**src/rtl/riscv_structures.sv**
```systemverilog
// Shared pipeline enums: hazard-unit operand source and pipeline control state.
package riscv_structures;

  typedef enum logic [1:0] {
    HU_NONE = 2'd0,
    HU_EX   = 2'd1,
    HU_MEM  = 2'd2,
    HU_WB   = 2'd3
  } hu_src_e;

  typedef enum logic [1:0] {
    RUN      = 2'd0,
    LU_STALL = 2'd1,
    MD_WAIT  = 2'd2
  } pipe_state_e;

endpackage

```
**src/rtl/pipe_ctrl_sat_cnt.sv**
```systemverilog
// Saturating up-counter with async reset and synchronous clear.
module sat_cnt #(
  parameter int W = 8
) (
  input  logic         clk,
  input  logic         rst_n,
  input  logic         inc,
  input  logic         clear,
  output logic [W-1:0] cnt
);

  always_ff @(posedge clk or negedge rst_n) begin
    if (!rst_n)                   cnt <= '0;
    else if (clear)               cnt <= '0;
    else if (inc && cnt != '1)    cnt <= cnt + W'(1);
  end

endmodule

```
**src/rtl/pipe_ctrl.sv**
```systemverilog
// Pipeline stall/flush controller: load-use stalls, EX redirects and
// multi-cycle mul/div waits with timeout abort, plus perf counters.
module pipe_ctrl
  import riscv_structures::*;
#(
  parameter int MD_TIMEOUT = 40,
  parameter int CNT_W      = 32
) (
  input  logic             clk,
  input  logic             rst_n,
  input  logic             hu_stall,
  input  logic             ex_redirect,
  input  logic             md_start,
  input  logic             md_done,
  output logic             pc_we,
  output logic             pc_sel,
  output logic             if_id_we,
  output logic             id_ex_we,
  output logic             if_id_flush,
  output logic             id_ex_flush,
  output logic             ex_mem_bubble,
  output logic             md_err,
  output logic [CNT_W-1:0] stall_cnt,
  output logic [CNT_W-1:0] flush_cnt
);

  localparam int MDW = $clog2(MD_TIMEOUT + 1);
  localparam logic [MDW-1:0] TMO_LAST = MDW'(MD_TIMEOUT - 1);

  pipe_state_e    state, state_nx;
  logic [MDW-1:0] md_cnt;
  logic           stall, redirect, abort, md_clr, md_inc;

  always_comb begin
    stall    = 1'b0;
    redirect = 1'b0;
    abort    = 1'b0;
    md_clr   = 1'b0;
    md_inc   = 1'b0;
    state_nx = RUN;
    case (state)
      MD_WAIT: begin
        if (!md_done) begin
          if (md_cnt == TMO_LAST) abort = 1'b1;
          else begin
            stall    = 1'b1;
            md_inc   = 1'b1;
            state_nx = MD_WAIT;
          end
        end
      end
      default: begin
        // LU_STALL ignores hu_stall: the operand now forwards from WB.
        if (state == RUN && hu_stall) begin
          stall    = 1'b1;
          state_nx = LU_STALL;
        end else if (ex_redirect) begin
          redirect = 1'b1;
        end else if (md_start) begin
          stall    = 1'b1;
          md_clr   = 1'b1;
          state_nx = MD_WAIT;
        end
      end
    endcase
  end

  always_comb begin
    pc_we         = !stall;
    if_id_we      = !stall;
    id_ex_we      = !stall;
    pc_sel        = redirect;
    if_id_flush   = redirect;
    id_ex_flush   = redirect | abort;
    ex_mem_bubble = stall | abort;
    if (!rst_n) begin
      pc_we         = 1'b0;
      if_id_we      = 1'b0;
      id_ex_we      = 1'b0;
      pc_sel        = 1'b0;
      if_id_flush   = 1'b1;
      id_ex_flush   = 1'b1;
      ex_mem_bubble = 1'b1;
    end
  end

  always_ff @(posedge clk or negedge rst_n) begin
    if (!rst_n) begin
      state  <= RUN;
      md_cnt <= '0;
      md_err <= 1'b0;
    end else begin
      state <= state_nx;
      if (md_clr)      md_cnt <= '0;
      else if (md_inc) md_cnt <= md_cnt + MDW'(1);
      if (abort)       md_err <= 1'b1;
    end
  end

  sat_cnt #(.W(CNT_W)) u_stall_cnt (
    .clk   (clk),
    .rst_n (rst_n),
    .inc   (!pc_we),
    .clear (1'b0),
    .cnt   (stall_cnt)
  );

  sat_cnt #(.W(CNT_W)) u_flush_cnt (
    .clk   (clk),
    .rst_n (rst_n),
    .inc   (redirect),
    .clear (1'b0),
    .cnt   (flush_cnt)
  );

endmodule

```
**config.mk**
```make
export PLATFORM = sky130hd
export DESIGN_NAME = pipe_ctrl
export DESIGN_NICKNAME = d
export VERILOG_FILES = /design/src/rtl/riscv_structures.sv /design/src/rtl/pipe_ctrl_sat_cnt.sv /design/src/rtl/pipe_ctrl.sv
export SDC_FILE = /design/constraint.sdc
export NUM_CORES = 1
export LEC_CHECK = 0
export ABC_AREA = 1
export ABC_CLOCK_PERIOD_IN_PS = 4210
export CORE_ASPECT_RATIO = 1.4
export CORE_MARGIN = 1.5
export CORE_UTILIZATION = 41
export DETAILED_ROUTE_END_ITERATION = 10
export PLACE_DENSITY_LB_ADDON = 0.05
export SETUP_SLACK_MARGIN = 0.15
export SLEW_MARGIN = 20
export SYNTH_ARGS = -nofsm -noshare
export SYNTH_HDL_FRONTEND = slang
export SYNTH_SLANG_ARGS = --single-unit
```
**constraint.sdc**
```tcl
create_clock -name clk -period 4.21 [get_ports clk]
set_input_delay 0.421 -clock clk [delete_from_list [all_inputs] [get_ports clk]]
set_output_delay 0.421 -clock clk [all_outputs]
set_load 0.05 [all_outputs]
```
Yosys cells after proc, flatten, opt, wreduce, memory -nomap -nowiden
Index checks and enable logic that the tools add are counted.

Flip-flop bits (word level): 73. Input port bits: 6. Output and inout port bits: 72. Word-level logic and storage cells: 49.

$add $sub $neg: 3. Eq/ne operators: 4. Multiplexer cells: 28. Bitwise logic cells: 2. Reduce and logical (&&, ||, !) cells: 7.

Operator list (number): $add 32x1->32 const B (2); $ne 32x32->1 const B (2); $mux 1 (20); $mux 2 (6); $mux 6 (2); $add 6x1->6 const B (1); $eq 6x6->1 const B (1); $logic_and 1x1->1 (3); $eq 2x2->1 const B (1); $logic_not 1->1 (2); $logic_not 2->1 (1); $or 1x1->1 (2); $reduce_bool 2->1 (1).

Depth between registers and ports, before layout
Gate-level depths: netlist of run 1.

Depth after elaboration: 8. Mapped depth: 11. Gate-level depth less buffers: 10.

Cells and area by module
A second synthesis of run 1 with hierarchy kept.

Cells, all modules: 767. Area total of the unflattened synthesis: 5084.9 um^2.

Modules (own cells, without submodules): sat_cnt (instances 2, cells each 345, area each 2243.4 um^2, seq. area each 800.8 um^2); pipe_ctrl (instances 1, cells each 77, area each 598.1 um^2, seq. area each 225.2 um^2).

Least setup slack after synthesis of run 1
OpenSTA, ideal clock, no wires.

Kind: register to output. From: register md_cnt[0]. To: output port ex_mem_bubble. Arrival: 1890 ps. Required time: 3789 ps. Slack: 1899 ps. Stages on the path, launching flop included: 9. Buffers on the path: 0. Path through: dfrtp_1 > ha_1 > nand2_1 > nor2_1 > nand2_1 > nand2_2 > nand3_2 > inv_1 > nand2_1.

Cells in the longest elaborated chain, start to end: 6. Elaborated cells between the ends (all ways): 9. Those cells by class: eq/ne (1); mux (7); bitwise (1).

Ends and longest elaborated chain: start: declaration (line pipe_ctrl.sv:31) `logic [MDW-1:0] md_cnt;`; start signal: assignment (line pipe_ctrl.sv:95) `else if (md_inc) md_cnt <= md_cnt + MDW'(1);`; $eq 6x6->1 * (line pipe_ctrl.sv:44) `if (md_cnt == TMO_LAST) abort = 1'b1;`; $mux 1 (line pipe_ctrl.sv:44); $mux 1 (line pipe_ctrl.sv:43) `if (!md_done) begin`; $mux 1 (line pipe_ctrl.sv:41) `case (state)`; $or 1x1->1 * (line pipe_ctrl.sv:75) `ex_mem_bubble = stall | abort;`; $mux 1 * (line pipe_ctrl.sv:76) `if (!rst_n) begin`; end: declaration (line pipe_ctrl.sv:21) `output logic ex_mem_bubble,`.

Mark *: on every way between the ends. The rest lies on a longest branch, timed or not.

Worst setup path after layout of run 1
From: register md_cnt[0]. To: output port pc_we.

Cells in the longest elaborated chain, start to end: 6.

Ends and longest elaborated chain: $eq 6x6->1 (line pipe_ctrl.sv:44); $mux 1 (line pipe_ctrl.sv:44); $mux 1 (line pipe_ctrl.sv:43); $mux 1 (line pipe_ctrl.sv:41); $logic_not 1->1 (line pipe_ctrl.sv:69) `pc_we = !stall;`; $mux 1 (line pipe_ctrl.sv:76); end: declaration (line pipe_ctrl.sv:15) `output logic pc_we,`.

No other way between the ends.

==> impl_metrics.tcl, run 1 <==
set metrics [dict create \
    status "finished, final reports clean" \
    grt_max_degree 74 \
    die_area_um2 12600 \
    core_area_um2 11700 \
    cts_htree_levels 3 \
    synth.largest_area_cell "sky130_fd_sc_hd__dfrtp_1" \
    synth.cell_area_um2 4890 \
    post-route-period-util_pct 70.2 \
    place_hpwl_um 9780 \
    remaining_drcs 0 \
    cts_max_path_buffers 2 \
    insertedDiodeCount 0 \
    fin_crit_ns 2.95 \
    power_density_nw_per_um2 363 \
    ys_types 24 \
    reg2reg_depth 10 \
    fin_tns_setup_ns 0 \
    fin_worst_hold_slack_ns 0.349 \
    fin_cells 989 \
    synth.top_cell.area_share_pct 37.3 \
    io_pins 78 \
    numClockSinks 73 \
    timing.fmax_mhz 338 \
    r2r-start "u_stall_cnt.cnt[0]" \
    register_bit_count_reported_by_yosys 73 \
    route.vias.total 4844 \
    cts_tree "done" \
    final-hold-violation-count 0 \
    crit_start "md_cnt[0]" \
    critPathKind "reg -> out" \
    slowest_stage_cell_crit_path "sky130_fd_sc_hd__clkdlybuf4s50_1" \
    port-buffer-count 77 \
    worstReg2RegEnd "u_stall_cnt.cnt[30]" \
    worst-endpoint-required_ns 3.79 \
    worst_setup_hold_path_clk_slew_ns 0.06 \
    standard_cell_row_count 47 \
    worstSetupStartpointType "flip-flop" \
    syn2layout_area_growth_pct 23.1 \
    drt_pass1_iterations 4 \
    buffer_count_from_post_cts_setup_fixing 0 \
    grt-ovfl-total 0 \
    finish.utilization_pct 51.5 \
    report.final.slew_viol_count 0 \
    grt_pass1_wl_um 22200 \
    ys_seq_area_share_pct 37.3 \
    die_w_um 95.3 \
    finalClockSkew_ns 0.00594 \
    critPathMostFrequentCell "sky130_fd_sc_hd__nand2_1" \
    routed_length_per_placed_instance_um 13.4 \
    power.static_leakage_nw 2.80 \
    cp_cell_sequence "ha_1, nand2_1, nor2_1, nand2_1, nand2_2, nand3_2, inv_1, clkdlybuf4s50_1" \
    postSynthCellCount 760 \
    numCtsBuffers 9 \
    critical-path-top-delay-family "buffers and inverters" \
    max_cap_viol_count 0 \
    gp_routability_congestion 0.909 \
    grt_usage_pct 22.3 \
    placedCellCount 973 \
    r2r_setup_slack_ns 2.10 \
    buffers_and_inverters_on_the_worst_path 2 \
    post_route_cells_drive_above_1_share_pct 4.75 \
    worst_path_fanout_max 8 \
    initial_core_util_pct 41.8 \
    cts-hold-fix-buffers 0 \
    final_antenna_net_count 0 \
    viasPerCell 4.90 \
    detail_route.iter0.violations 113 \
    peakVddDrop_uv 213 \
    rsz0062_at_grt "no" \
    clock_latency_ns 0.34 \
    antenna_found_initial 0 \
    cpPeakStageDelay_ns 0.82 \
    synth.net_count 769 \
    finalSetupViolations 0 \
    syn-mean-instance-area_um2 6.44 \
    number_of_global_route_vias_before_repair 4711 \
    cts_resized 0 \
    layout.nets 846 \
    yosys_warnings 0 \
    max_slew_headroom_at_the_worst_pin_pct 34.1 \
    hold_path.class "in -> async" \
    worst_pin_slew_ns 0.989 \
    route.final.wire_length_um 13200 \
    synth_top_cells_by_area "sky130_fd_sc_hd__dfrtp_1 (37%), sky130_fd_sc_hd__nand2_1 (29%), sky130_fd_sc_hd__nor2_1 (8.1%)" \
    clock-root-buffer "sky130_fd_sc_hd__clkbuf_16" \
    cp_data_arrival_time_ns 2.53 \
    floorplan.die.height_um 132 \
    end_kind "output pin" \
]
## worst register-to-register path, stage by stage, from the launching register on
cell and delay (ns):
sky130_fd_sc_hd__dfrtp_1 0.46, sky130_fd_sc_hd__ha_1 0.31, sky130_fd_sc_hd__inv_1 0.12, sky130_fd_sc_hd__nor2_4 0.16, sky130_fd_sc_hd__nand2_4 0.09, sky130_fd_sc_hd__nor2_4 0.13, sky130_fd_sc_hd__nand2_2 0.08, sky130_fd_sc_hd__nand2_4 0.30
sky130_fd_sc_hd__inv_6 0.17, sky130_fd_sc_hd__nand2_1 0.12, sky130_fd_sc_hd__nand2_1 0.05
## metrics by stage
stage | setup WS [ns] | cell area, um2 | total power, mW
6_report | 1.26 | 6020 | 2.19
5_1_grt | 1.07 | 6020 | 2.30
4_1_cts | 1.24 | 6020 | 2.22
3_5_place_dp | 1.27 | 5730 | 1.43
3_3_place_gp | 1.33 | 5730 | 1.42
2_1_floorplan | 1.90 | 4890 | 1.26
## layout make-up
class / count / area [um2]
sequential: 73 / 1830
multi-input combinational: 609 / 2680
clock buffer: 11 / 243
clock inverter: 5 / 55.1
inverter: 66 / 255
tap: 147 / 184
fill: 1187 / 5680
timing repair buffer: 78 / 776
## synthesized netlist by cell type
cell type and count:
sky130_fd_sc_hd__nand2_1 384, sky130_fd_sc_hd__nor2_1 105, sky130_fd_sc_hd__dfrtp_1 73, sky130_fd_sc_hd__inv_1 64, sky130_fd_sc_hd__nand3_1 38, sky130_fd_sc_hd__xnor2_1 14
sky130_fd_sc_hd__xor2_1 14, sky130_fd_sc_hd__o21ai_0 11, sky130_fd_sc_hd__buf_6 10, sky130_fd_sc_hd__nand4_1 10, sky130_fd_sc_hd__nor2_2 6, sky130_fd_sc_hd__nand2_2 4
sky130_fd_sc_hd__nand2_4 4, sky130_fd_sc_hd__nand3b_1 4, sky130_fd_sc_hd__nor2_4 4, sky130_fd_sc_hd__ha_1 3, sky130_fd_sc_hd__nor3_1 3, sky130_fd_sc_hd__a21oi_1 2
sky130_fd_sc_hd__buf_4 2, sky130_fd_sc_hd__inv_4 1, sky130_fd_sc_hd__inv_6 1, sky130_fd_sc_hd__nand2_8 1, sky130_fd_sc_hd__nand3_2 1, sky130_fd_sc_hd__nor2_8 1
## layer usage
layer | global-route usage, % | part of all wire (%) | routed length [um]
met4 | 12.9 | 5.3 | 704
met3 | 3.17 | 3.1 | 414
met2 | 38.1 | 51 | 6690
met5 | 0 | 0 | 0
met1 | 25.9 | 41 | 5400
## where the power goes
group          internal, mW  switching, mW
clock                 0.473          0.304
combinational         0.177          0.376
sequential            0.763         0.0925
total                  1.41          0.773
## cell usage in the layout (no fill, tap or decap)
cell type / count
sky130_fd_sc_hd__nand4_1: 10
sky130_fd_sc_hd__a21oi_1: 2
sky130_fd_sc_hd__clkbuf_16: 9
sky130_fd_sc_hd__nor2_8: 1
sky130_fd_sc_hd__ha_1: 3
sky130_fd_sc_hd__inv_1: 64
sky130_fd_sc_hd__inv_6: 1
sky130_fd_sc_hd__nand2_8: 1
sky130_fd_sc_hd__nand2_4: 4
sky130_fd_sc_hd__clkdlybuf4s50_1: 76
sky130_fd_sc_hd__xor2_1: 14
sky130_fd_sc_hd__clkinvlp_4: 2
sky130_fd_sc_hd__clkbuf_1: 1
sky130_fd_sc_hd__nand3_2: 1
sky130_fd_sc_hd__xnor2_1: 14
sky130_fd_sc_hd__clkbuf_8: 1
sky130_fd_sc_hd__o21ai_0: 11
sky130_fd_sc_hd__nand3_1: 38
sky130_fd_sc_hd__bufinv_16: 1
sky130_fd_sc_hd__inv_4: 1
sky130_fd_sc_hd__nand2_1: 384
sky130_fd_sc_hd__nor3_1: 3
sky130_fd_sc_hd__nand3b_1: 4
sky130_fd_sc_hd__nor2_1: 105
sky130_fd_sc_hd__nor2_2: 6
sky130_fd_sc_hd__clkinv_2: 2
sky130_fd_sc_hd__buf_4: 2
sky130_fd_sc_hd__nand2_2: 4
sky130_fd_sc_hd__dfrtp_1: 73
sky130_fd_sc_hd__nor2_4: 4
## worst max path at each step
stage | to | slack, ns | cells past startpoint
after floorplan | ex_mem_bubble | 1.90 | 8
after global placement | pc_sel | 1.33 | 7
after detailed placement | pc_sel | 1.27 | 7
after CTS | pc_we | 1.24 | 8
after global routing | pc_we | 1.07 | 8
final | pc_we | 1.26 | 8
## flip-flops by register name, summed over array words and instances, names as in the netlist
signal / cells
md_err: 1
md_cnt: 6
state: 2
u_flush_cnt.cnt: 32
u_stall_cnt.cnt: 32
## logic make-up after synthesis
group / synth area share (%)
and+or+nand+nor: 47.7
DFF: 37.3
xor gates and xnor gates: 5.01
AOI/OAI and AO/OA: 1.33
adders and majority gates: 0.767
buffers and inverters: 7.82
Note: power is estimated with default switching activity, not from simulation.
==> run 2, diff against run 1 <==
ABC_CLOCK_PERIOD_IN_PS = 3000   (was 4210)
clock period = 3 ns   (was 4.21 ns; I/O delays follow)
==> impl_metrics.tcl, run 2 (synthesis gave the netlist of run 1 again) <==
set metrics [dict create \
    die_w_um 95.3 \
    post-route-period-util_pct 79.5 \
    worstSetupStartpointType "flip-flop" \
    viasPerCell 4.90 \
    cts_tree "done" \
    max_cap_viol_count 0 \
    power.static_leakage_nw 2.81 \
    final_antenna_net_count 0 \
    cts-hold-fix-buffers 0 \
    worst_setup_hold_path_clk_slew_ns 0.06 \
    fin_tns_setup_ns 0 \
    number_of_global_route_vias_before_repair 4758 \
    power_frac_comb_pct 25.6 \
    commonest_non_fill_non_tap_cell_in_the_layout "sky130_fd_sc_hd__nand2_1" \
    antenna_found_initial 0 \
    drt_pass1_iterations 5 \
    finalSetupViolations 0 \
    mostFrequentLayoutCells "sky130_fd_sc_hd__nand2_1 (384), sky130_fd_sc_hd__nor2_1 (105), sky130_fd_sc_hd__dfrtp_1 (73), sky130_fd_sc_hd__clkdlybuf4s50_1 (69), sky130_fd_sc_hd__inv_1 (64)" \
    route.final.wire_length_um 13300 \
    buffer_count_from_post_cts_setup_fixing 0 \
    worst-endpoint-required_ns 2.70 \
    syn2layout_area_growth_pct 22.8 \
    io_pins 78 \
    report.final.slew_viol_count 0 \
    route.vias.total 4846 \
    reg2reg_depth 10 \
    max_slew_headroom_at_the_worst_pin_pct 53.5 \
    insertedDiodeCount 0 \
    power_switching_mw 1.09 \
    worst_pin_slew_ns 0.698 \
    numClockSinks 73 \
    port-buffer-count 77 \
    floorplan.die.height_um 132 \
    finalClockSkew_ns 0.00565 \
    timing.fmax_mhz 419 \
    intPower_mw 1.95 \
    remaining_drcs 0 \
    clock_latency_ns 0.33 \
    detail_route.iter0.violations 155 \
    power_frac_seq_pct 39.5 \
    r2r-start "u_stall_cnt.cnt[0]" \
    initial_core_util_pct 41.8 \
    peakVddDrop_uv 333 \
    grt_max_degree 77 \
    cts_htree_levels 3 \
    hold_path.class "in -> async" \
    die_area_um2 12600 \
    fillers 1181 \
    biggestRegsByFlops "u_flush_cnt.cnt x32, u_stall_cnt.cnt x32, md_cnt x6" \
    worstReg2RegEnd "u_stall_cnt.cnt[21]" \
    post_route_cells_drive_above_1_share_pct 5.46 \
    numCtsBuffers 9 \
    cp_data_arrival_time_ns 2.08 \
    standard_cell_row_count 47 \
    critPathKind "reg -> out" \
    power.share.clock_pct 35.0 \
    grt-ovfl-total 0 \
    grt_usage_pct 22.7 \
    place_hpwl_um 9930 \
    dp_worst_setup_slack_ns 0.532 \
    worst_path_fanout_max 8 \
    gp_routability_congestion 0.927 \
    r2r_setup_slack_ns 0.86 \
    core_area_um2 11700 \
    grt_pass1_wl_um 22200 \
    status "finished, final reports clean" \
    fin_crit_ns 2.38 \
    routed_length_per_placed_instance_um 13.5 \
    cts_max_path_buffers 2 \
    clock-root-buffer "sky130_fd_sc_hd__clkbuf_16" \
    end_kind "output pin" \
    rsz0062_at_grt "no" \
    final-hold-violation-count 0 \
    layout.nets 846 \
    finalWorstSetupSlack_ns 0.615 \
    power_density_nw_per_um2 506 \
    netSwitchingFraction_pct 36.0 \
]
==> run 2: layout make-up <==
cell class	instances	area (um2)	share of cell area, %
inverters	66	255	4.25
flip-flops and latches	73	1830	30.4
clock buffers	13	270	4.50
multi-input cells	609	2680	44.7
well taps	147	184	3.06
clock inverters	3	23.8	0.396
repair buffers	78	767	12.8
==> run 2: critical path, stage by stage (launching register included) <==
cell and delay (ns):
sky130_fd_sc_hd__dfrtp_1 0.43, sky130_fd_sc_hd__ha_1 0.24, sky130_fd_sc_hd__nand2_1 0.09, sky130_fd_sc_hd__nor2_1 0.06, sky130_fd_sc_hd__nand2_1 0.07, sky130_fd_sc_hd__nand2_2 0.11, sky130_fd_sc_hd__nand3_2 0.17, sky130_fd_sc_hd__inv_1 0.10
sky130_fd_sc_hd__nand2_1 0.07, sky130_fd_sc_hd__dlymetal6s2s_1 0.41
==> run 2: worst max path at each step <==
stage | startpoint | endpoint | slack [ns] | depth (start not counted)
5_1_grt | md_cnt[0] | ex_mem_bubble | 0.43 | 9
3_3_place_gp | md_done | ex_mem_bubble | 0.59 | 7
2_1_floorplan | md_cnt[0] | ex_mem_bubble | 0.81 | 8
4_1_cts | md_cnt[0] | ex_mem_bubble | 0.21 | 9
3_5_place_dp | md_done | ex_mem_bubble | 0.53 | 7
6_report | md_cnt[0] | ex_mem_bubble | 0.62 | 9
==> run 2: what timing repair did <==
| action | 4_1_cts | 5_1_grt |
|---|---|---|
| gates resized for setup | 0 | 1 |
| hold endpoints to repair | 0 | 0 |
| endpoints found under the setup margin | 0 | 1 |
==> run 2: through the flow <==
step	std cells	hold WS (ns)	utilization (%)	area [um2]	power, mW
5_1_grt	989	0.195	51.4	6010	3.19
3_5_place_dp	973	0.430	48.8	5710	2.01
6_report	989	0.111	51.4	6010	3.04
2_1_floorplan	760	0.00441	-	4890	1.77
4_1_cts	989	0.284	51.3	6000	3.08
3_3_place_gp	973	0.421	48.8	5710	1.99
==> run 2: power by group through the flow <==
| stage | clock network (mW) | logic, mW | registers, mW |
|---|---|---|---|
| finish | 1.06 | 0.778 | 1.20 |
| global route | 1.13 | 0.843 | 1.22 |
| CTS | 1.09 | 0.790 | 1.20 |
| detailed placement | 0 | 0.790 | 1.22 |
| global placement | 0 | 0.778 | 1.21 |
| floorplan | 0 | 0.334 | 1.43 |
==> run 2: metal layers <==
layer / GRT usage, % / wire length, um
met2: 40.8 / 7080
met3: 4.50 / 501
met5: 0 / 0
met4: 10.5 / 497
met1: 24.8 / 5240
